--- config.mk ---
export PLATFORM = sky130hd
export DESIGN_NAME = demux6to12
export DESIGN_NICKNAME = d
export VERILOG_FILES = /design/src/rtl/demux6to12.sv
export SDC_FILE = /design/constraint.sdc
export NUM_CORES = 1
export LEC_CHECK = 0
export CAP_MARGIN = 40
export CORE_AREA = 2 2 39 41
export CTS_CLUSTER_DIAMETER = 60
export DETAILED_ROUTE_END_ITERATION = 8
export DIE_AREA = 0 0 41 43
export DONT_BUFFER_PORTS = 1
export MAX_ROUTING_LAYER = met4
export SETUP_SLACK_MARGIN = 0.2
export SYNTH_ARGS = -nofsm -noshare
export SYNTH_HDL_FRONTEND = slang
export SYNTH_SLANG_ARGS = --single-unit
--- constraint.sdc ---
create_clock -name clk -period 1.7 [get_ports clk]
set_clock_uncertainty 0.15 [all_clocks]
set_input_delay 0.34 -clock clk [delete_from_list [all_inputs] [get_ports clk]]
set_output_delay 0.34 -clock clk [all_outputs]
set_load 0.01 [all_outputs]
--- src/rtl/demux6to12.sv ---
// demux6to12: narrow-to-wide pair assembler, the reverse of the 12-to-6 mux datapath.
//
// Collects W-bit beats from a valid/ready stream. Alternate beats are steered into the A and B
// halves of a 2*W pair register. Each completed pair is offered downstream on a second
// valid/ready handshake. A pair accept and a new first beat can occur on the same edge, so the
// block sustains one pair every two cycles with no bubble.
//
// Parameters:
//   W        beat width; the pair is presented as out_b/out_a, W bits each
//   A_FIRST  1: first beat of a pair lands in out_a; 0: first beat lands in out_b
//
// Ports:
//   clk        system clock, all state updates on the rising edge
//   reset_n    asynchronous active-low reset
//   sync       synchronous abort of a partial pair, realigning to the first-beat slot
//   in_valid   in_data holds a beat
//   in_ready   block accepts a beat this cycle (never depends on in_valid)
//   in_data    beat payload
//   out_valid  out_a/out_b hold a complete pair
//   out_ready  downstream takes the pair this cycle
//   out_a      A half of the pair
//   out_b      B half of the pair
//   phase      0 = expecting first beat, 1 = expecting second beat
module demux6to12 #(
  parameter int unsigned W       = 6,
  parameter bit          A_FIRST = 1'b1
) (
  input  logic         clk,
  input  logic         reset_n,
  input  logic         sync,
  input  logic         in_valid,
  output logic         in_ready,
  input  logic [W-1:0] in_data,
  output logic         out_valid,
  input  logic         out_ready,
  output logic [W-1:0] out_a,
  output logic [W-1:0] out_b,
  output logic         phase
);

  typedef enum logic [1:0] {
    StEmpty = 2'd0,
    StHalf  = 2'd1,
    StFull  = 2'd2
  } state_e;

  state_e         state_q, state_d;
  logic [W-1:0]   out_a_q, out_a_d;
  logic [W-1:0]   out_b_q, out_b_d;

  logic           beat_acc;
  logic           pair_acc;
  logic           write_first;
  logic           write_second;

  // Outputs are decoded straight from the state register, so they are glitch-free and held
  // stable for as long as the state holds.
  assign out_valid = (state_q == StFull);
  assign phase     = (state_q == StHalf);
  assign out_a     = out_a_q;
  assign out_b     = out_b_q;

  // In FULL a beat can only enter when the held pair leaves on the same edge. sync blocks the
  // beat path in every state: in HALF the offered beat is dropped along with the partial pair.
  assign in_ready = ~sync & ((state_q != StFull) | out_ready);

  assign beat_acc = in_valid & in_ready;
  assign pair_acc = out_valid & out_ready;

  always_comb begin
    state_d      = state_q;
    write_first  = 1'b0;
    write_second = 1'b0;

    unique case (state_q)
      StEmpty: begin
        if (beat_acc) begin
          write_first = 1'b1;
          state_d     = StHalf;
        end
      end
      StHalf: begin
        if (sync) begin
          // Partial beat is abandoned; data registers keep their contents.
          state_d = StEmpty;
        end else if (beat_acc) begin
          write_second = 1'b1;
          state_d      = StFull;
        end
      end
      StFull: begin
        if (pair_acc) begin
          if (beat_acc) begin
            // Back-to-back: the new first beat replaces the slot of the pair just consumed.
            write_first = 1'b1;
            state_d     = StHalf;
          end else begin
            state_d = StEmpty;
          end
        end
      end
      default: state_d = StEmpty;
    endcase
  end

  // Map first/second slot onto the A/B registers.
  always_comb begin
    out_a_d = out_a_q;
    out_b_d = out_b_q;
    if (write_first) begin
      if (A_FIRST) out_a_d = in_data;
      else         out_b_d = in_data;
    end
    if (write_second) begin
      if (A_FIRST) out_b_d = in_data;
      else         out_a_d = in_data;
    end
  end

  always_ff @(posedge clk or negedge reset_n) begin
    if (!reset_n) begin
      state_q <= StEmpty;
      out_a_q <= '0;
      out_b_q <= '0;
    end else begin
      state_q <= state_d;
      out_a_q <= out_a_d;
      out_b_q <= out_b_d;
    end
  end

endmodule

## Yosys cells after proc, flatten, opt, wreduce, memory -nomap -nowiden

Index checks and enable logic that the tools add are counted.

- Equality and inequality tests: 6
- Multiplexer cells: 11
- Bitwise logic cells: 5
- Reduce and logical (&&, ||, !) cells: 2

Operators with widths:

| operator | count |
|---|---|
| $mux W2 | 4 |
| $pmux W2 S3 | 1 |
| $mux W1 | 5 |
| $ne A2 B2 Y1 const B | 2 |
| $and A1 B1 Y1 | 3 |
| $ne A3 B2 Y1 const B | 1 |
| $reduce_and A3 Y1 | 1 |
| $eq A2 B1 Y1 const B | 1 |
| $eq A2 B2 Y1 const B | 1 |
| $logic_not A2 Y1 | 1 |
| $ne A2 B1 Y1 const B | 1 |
| $pmux W1 S2 | 1 |
| $not A1 Y1 | 1 |
| $or A1 B1 Y1 | 1 |

- Flip-flop bits (word level): 14
- Output and inout port bits: 15
- Logic and storage cells: 27

## Logic depth before layout (Yosys ltp)

Gate-level depths: netlist of the first run.

- Depth after elaboration: 7
- Gate-level depth with buffers: 3

## Worst setup path before layout of the first run

Ideal clock, no wire load.

- Path type: register -> register
- From: register state_q[1]
- To: register out_b_q[0], in the netlist out_b[0]
- Setup time: 0.125 ns
- Data arrival time: 1.267 ns
- Required time: 1.425 ns
- Slack: 0.159 ns
- Stages on the path, launching flop included: 4
- Clock period less this slack: 1.541 ns
- Cell sequence: dfrtp_1 and2b_2 nor3b_4 mux2_2

RTL lines:

| what | line | RTL |
|---|---|---|
| start: declaration | 47 | `state_e state_q, state_d;` |
| start signal: assignment | 122 | `state_q <= StEmpty;` |
| start signal: assignment | 126 | `state_q <= state_d;` |
| $eq A2 B1 Y1 | - |  |
| named net phase | 38 | `output logic phase` |
| $mux W1 | 75 | `unique case (state_q)` |
| end signal: assignment | 128 | `out_b_q <= out_b_d;` |
| end: declaration | 49 | `logic [W-1:0] out_b_q, out_b_d;` |

The timed path passes the listed nets, and every way through them passes these cells.
A chain may end at the register's enable or synchronous reset.

## Final worst setup path of the first run

- From: register state_q[0]
- To: output port in_ready

- Longest elaborated chain between the ends: 3

RTL lines:

| what | line | RTL |
|---|---|---|
| $ne A2 B2 Y1 | 65 | `assign in_ready = ~sync & ((state_q != StFull) \| out_ready);` |
| $or A1 B1 Y1 | 65 |  |
| $and A1 B1 Y1 | 65 |  |
| end: declaration | 32 | `output logic in_ready,` |

No other way between the ends.

==> results of run 1 <==
-- cell type report --
type	count	area [um2]	share of cell area
multi-input combinational	23	297.8	0.3851
inverter	1	3.754	0.004854
timing repair buffer	6	65.06	0.08414
clock buffer	4	36.28	0.04693
sequential	14	350.3	0.4531
tap	16	20.02	0.02589
-- how the worst min path moves through the flow --
stage               start                   end  slack (ns)  cells after the start
2_1_floorplan     reset_n  out_a[0]$_DFFE_PN0P_       -0.11                      0
3_3_place_gp      reset_n  out_a[3]$_DFFE_PN0P_       -0.11                      0
3_5_place_dp      reset_n  out_b[1]$_DFFE_PN0P_       -0.11                      0
4_1_cts        in_data[0]  out_b[0]$_DFFE_PN0P_        0.04                      1
5_1_grt        in_data[0]  out_a[0]$_DFFE_PN0P_        0.04                      1
6_report       in_data[4]  out_a[4]$_DFFE_PN0P_        0.06                      1
-- sequential cells by signal, indices dropped and copies added (netlist names) --
register and cells:
out_a 6, out_b 6, state_q 2
-- power by group --
group / switching [mW] / total [mW] / internal [mW]
registers: 0.0906 / 0.499 / 0.409
logic: 0.0494 / 0.173 / 0.123
clock network: 0.106 / 0.236 / 0.130
total: 0.246 / 0.908 / 0.662
-- synthesized netlist by cell type --
master	instances
and2b_2	2
dfrtp_1	14
inv_1	1
mux2_2	12
nor2_1	1
nor2b_1	3
nor3b_4	1
nor4_4	1
o31ai_1	1
or2_2	1
or3b_2	1
-- layer usage --
layer / part of all wire / track usage / up-vias / wire (um)
li1: - / - / 152 / -
met1: 0.36 / 0.1862 / 179 / 422
met2: 0.53 / 0.2406 / 16 / 627
met3: 0.11 / 0.07330 / 0 / 129
met4: 0 / 0.1000 / 0 / 0
met5: 0 / - / - / 0
-- kinds of logic after synthesis --
group / after synthesis / share of synthesized area
buffers and inverters: 1 / 0.006336
AND/OR/NAND/NOR: 10 / 0.1607
AO/OA/AOI/OAI: 1 / 0.01269
multiplexers: 12 / 0.2283
flip-flops: 14 / 0.5920
-- timing repair --
item	4_1_cts	5_1_grt
hold buffers	2	0
hold endpoints to repair	15	0
pin swaps	1	1
gates resized for setup	15	5
setup endpoints to repair	10	15
cloned	0	0
setup buffers	1	0
==> impl_results.md, run 1 <==
- Placement Rows: 14
- Count of cell types in the netlist: 11
- RSZ-0062 raised after global routing: yes
- CP Launch Point: state_q[0]$_DFFE_PN0P_
- Seq/Total Area, Yosys: 0.5920
- Post-route DRC: 0
- Commonest non-fill, non-tap cell in the layout: dfrtp_1
- Largest net degree at the start of global routing: 15
- CTS tree: built
- P&R area growth vs syn: 30.66%
- Fin Setup TNS: 0 ns
- Total CTS buffers: 3
- Outcome: finished, final reports clean
- Post-synth top area cell: dfrtp_1
- Crit path kind: register to output pin
- Cells along the critical path: and2b_2 -> nor2b_4 -> nor2_4
- Mean post-synth cell area: 15.57 um2
- CORE AREA: 1384 um2
- Clock-pin slew on the worst setup and hold paths: 0.08 ns
- Antenna diodes: 0
- Family with the most delay on the worst path: simple AND/OR/NAND/NOR gates
- R2R Path End: out_b[2]$_DFFE_PN0P_
- Final Cycle Share: 0.9756
- Antenna violations before repair: 0
- Placer Congestion: 0.5527
- Longest Clk Path Bufs: 2
- Worst EP arrival: 1.17 ns
- Syn Inst Count: 38
- Grt total ovfl: 0
- # H-tree levels: 1
- Initial DRT Pass Iterations: 2
- Crit path depth: 3
- Placed Instance Area: 634.4 um2
- Synthesized area: 591.8 um2
- Final Cell Area: 773.2 um2
- Post-route antenna net violation count: 0
- Placed Instances: 57
- CTS Sinks: 14
- CP Capture Type: output pin
- Vias in the first global route: 387
- Initial DRC count: 1
- First-pass GRT wire length: 1821 um
- Crit Reg-Reg Startpoint: state_q[0]$_DFFE_PN0P_
- Initial core utilization: 0.4277
- R2R depth: 5
- Final min period: 1.659 ns
- F_max: 602.9 MHz
- Non-filler cells in the finished layout: 64
- Final critical-path setup slack: 0.04144 ns
- Synth warn: 0
- Top cells by area, synth: dfrtp_1, mux2_2, nor4_4
- Power Dens Cells: 1174 nW/um2
- Die Span X: 41 um
- Max-slew violation count: 0
- Share of the synthesized area in the top cell type: 0.5920
- Port bufs: 0
- Yosys reg bits: 14
- Setup crit end: in_ready
- Die Y: 43 um
- Share of cells above drive strength 1: 0.5833
- Layout Nets: 60
- All-Layer GR Usage: 0.1682
- Critical path's largest stage delay: 0.40 ns
- R2R setup slack: 0.08 ns
- Peak supply drop: 580.8 uV
- Utilization after layout: 0.5588
- Slowest-stage cell, CP: dfrtp_1
- Fill cells: 112
- Worst hold path type: primary input to register
- Clock Tree Root: clkbuf_4
- Critical Path RT: 1.21 ns
- Worst skew pair latency: 0.27 ns
- Detailed Route WL: 1178 um
- Ports: 26
- Startpoint Class: register
- Mapped Nets: 49
- Via count: 347
- Avg WL per Cell: 18.41 um
- Bufs and invs on worst path: 0
- Setup-failing EPs final: 0
- Min Hold Slack: 0.05632 ns
- Slew @ Worst Pin: 0.6046 ns
- Power Total: 0.9077 mW
- Crit-path max FO: 2
- Most frequent cells in the layout: dfrtp_1, mux2_4, buf_6
- Max_cap viols: 0
- Slew headroom: 0.5956
- DR vias/cell: 5.422
- Die area: 1763 um2
- Final hold vios: 0
- Dpl ws: 0.1093 ns
- Leak Pwr: 0.3544 nW
(Power assumes the default switching activity.)
==> run 2: changes to the inputs <==
--- a/config.mk
+++ b/config.mk
@@ -12,6 +12,7 @@
 export DIE_AREA = 0 0 41 43
 export DONT_BUFFER_PORTS = 1
 export MAX_ROUTING_LAYER = met4
+export RECOVER_POWER = 100
 export SETUP_SLACK_MARGIN = 0.2
 export SYNTH_ARGS = -nofsm -noshare
 export SYNTH_HDL_FRONTEND = slang
==> impl_results.md, run 2 (same netlist as run 1, synthesis figures left out) <==
- Ports: 26 (unchanged)
- Final Cycle Share: 0.9743 (was 0.9756)
- Avg WL per Cell: 18.31 um (was 18.41 um)
- Most frequent cells in the layout: dfrtp_1, mux2_4, mux2_1 (was dfrtp_1, mux2_4, buf_6)
- Outcome: finished, final reports clean (unchanged)
- CTS Sinks: 14 (unchanged)
- NetSw: 0.2430 mW (was 0.2457 mW)
- Vias in the first global route: 387 (unchanged)
- Layout Nets: 60 (unchanged)
- Peak supply drop: 572.7 uV (was 580.8 uV)
- F_max: 603.8 MHz (was 602.9 MHz)
- Final critical-path setup slack: 0.04372 ns (was 0.04144 ns)
- CORE AREA: 1384 um2 (unchanged)
- # H-tree levels: 1 (unchanged)
- Routed wl met3: 130 um (was 129 um)
- Die Y: 43 um (unchanged)
- Detailed Route WL: 1172 um (was 1178 um)
- Clock power frac: 0.268 (was 0.260)
- Share of cells above drive strength 1: 0.4583 (was 0.5833)
- WL met1: 419 um (was 422 um)
- Final Cell Area: 737.0 um2 (was 773.2 um2)
- Met2 Wirelength: 622 um (was 627 um)
- Clock Tree Root: clkbuf_4 (unchanged)
- DR vias/cell: 5.328 (was 5.422)
- Initial DRC count: 0 (was 1)
- Worst hold path type: primary input to register (unchanged)
- First-pass GRT wire length: 1821 um (unchanged)
- CTS tree: built (unchanged)
- Total CTS buffers: 3 (unchanged)
- Slew @ Worst Pin: 0.6009 ns (was 0.6046 ns)
- Crit path kind: register to output pin (unchanged)
- Switching share of power: 0.2757 (was 0.2706)
- Max_cap viols: 0 (unchanged)
- Power Total: 0.8816 mW (was 0.9077 mW)
- Critical Path RT: 1.21 ns (about the same)
- Post-route antenna net violation count: 0 (unchanged)
- Clock-pin slew on the worst setup and hold paths: 0.08 ns (about the same)
- P&R area growth vs syn: 24.52% (was 30.66%)
- Initial core utilization: 0.4277 (unchanged)
- Die area: 1763 um2 (unchanged)
- Placed Instance Area: 634.4 um2 (unchanged)
- Setup-failing EPs final: 0 (unchanged)
- Placer Congestion: 0.5527 (unchanged)
- Placed Instances: 57 (unchanged)
- Longest Clk Path Bufs: 2 (unchanged)
- Non-filler cells in the finished layout: 64 (unchanged)
- Dpl ws: 0.1093 ns (unchanged)
- Grt total ovfl: 0 (unchanged)
- Startpoint Class: register (unchanged)
- Via count: 341 (was 347)
- Largest net degree at the start of global routing: 15 (unchanged)
- Power Dens Cells: 1196 nW/um2 (was 1174 nW/um2)
- CP Capture Type: output pin (unchanged)
- Leak Pwr: 0.3345 nW (was 0.3544 nW)
- Pint: 0.6386 mW (was 0.6621 mW)
- Placement Rows: 14 (unchanged)
- Antenna violations before repair: 0 (unchanged)
- Crit-path max FO: 2 (unchanged)
- Top sig layer: met3 (unchanged)
- Fin Setup TNS: 0 ns (unchanged)
- Post-route DRC: 0 (unchanged)
- Port bufs: 0 (unchanged)
- All-Layer GR Usage: 0.1682 (unchanged)
- Commonest non-fill, non-tap cell in the layout: dfrtp_1 (unchanged)
- RSZ-0062 raised after global routing: yes (unchanged)
- Worst skew pair latency: 0.27 ns (about the same)
- Final min period: 1.656 ns (was 1.659 ns)
- Antenna diodes: 0 (unchanged)
- Initial DRT Pass Iterations: 1 (was 2)
- Gate power share: 0.167 (was 0.190)
- Utilization after layout: 0.5326 (was 0.5588)
- Max-slew violation count: 0 (unchanged)
- Worst EP arrival: 1.17 ns (about the same)
- Min Hold Slack: 0.04194 ns (was 0.05632 ns)
- Final hold vios: 0 (unchanged)
- Slew headroom: 0.5981 (was 0.5956)
- Sequential power share: 0.565 (was 0.550)
- Die Span X: 41 um (unchanged)
[run 2: cell types whose count changed in the layout (fill, tap and decap cells not counted)]
| cell | before | now |
|---|---|---|
| mux2_1 | 0 | 5 |
| mux2_4 | 12 | 7 |
| buf_6 | 4 | 1 |
| clkbuf_2 | 0 | 2 |
| and2b_1 | 0 | 1 |
| and2b_2 | 2 | 1 |
| buf_4 | 0 | 1 |
[run 2: repair_timing]
| item | CTS | global route |
|---|---|---|
| endpoints found under the hold margin | 15 | 0 |
| pin swaps | 1 | 1 |
| buffers inserted | 1 | 0 |
| endpoints found under the setup margin | 10 | 15 |
| gates resized for setup | 15 | 5 |
| hold buffers | 2 | 0 |
[run 2: cell type report]
cell class / instances / area, um2
fill: 128 / 646.9
sequential: 14 / 350.3
multi-input combinational: 23 / 277.8
timing repair buffer: 6 / 48.80
clock buffer: 4 / 36.28
tap: 16 / 20.02
inverter: 1 / 3.754
[run 2: power by group through the flow]
stage               logic (mW)  clock network (mW)  registers (mW)
CTS                      0.157               0.247           0.499
global placement         0.101                   0           0.500
finish                   0.147               0.236           0.498
floorplan               0.0918                   0           0.488
detailed placement       0.105                   0           0.505
global route             0.160               0.263           0.510
[run 2: critical path: stages (launching register included)]
cell     delay, ns
dfrtp_1       0.40
and2b_2       0.25
nor2b_4       0.19
nor2_4        0.06
[run 2: per-layer routing]
layer | vias up | GRT usage
met5 | - | -
met4 | 0 | 0.1000
met3 | 0 | 0.07330
met2 | 16 | 0.2406
met1 | 173 | 0.1862
li1 | 152 | -
[run 2: worst paths after layout]
check                                        from                    to  slack (ns)  cells past startpoint
max reg2reg                state_q[0]$_DFFE_PN0P_  out_b[2]$_DFFE_PN0P_        0.06                      5
max in group asynchronous                 reset_n  out_b[5]$_DFFE_PN0P_        0.66                      1
max                        state_q[0]$_DFFE_PN0P_              in_ready        0.04                      3
min                                    in_data[5]  out_a[5]$_DFFE_PN0P_        0.04                      1
min in group asynchronous                 reset_n  out_a[3]$_DFFE_PN0P_        0.35                      1
min reg2reg                  out_a[4]$_DFFE_PN0P_  out_a[4]$_DFFE_PN0P_        0.42                      1
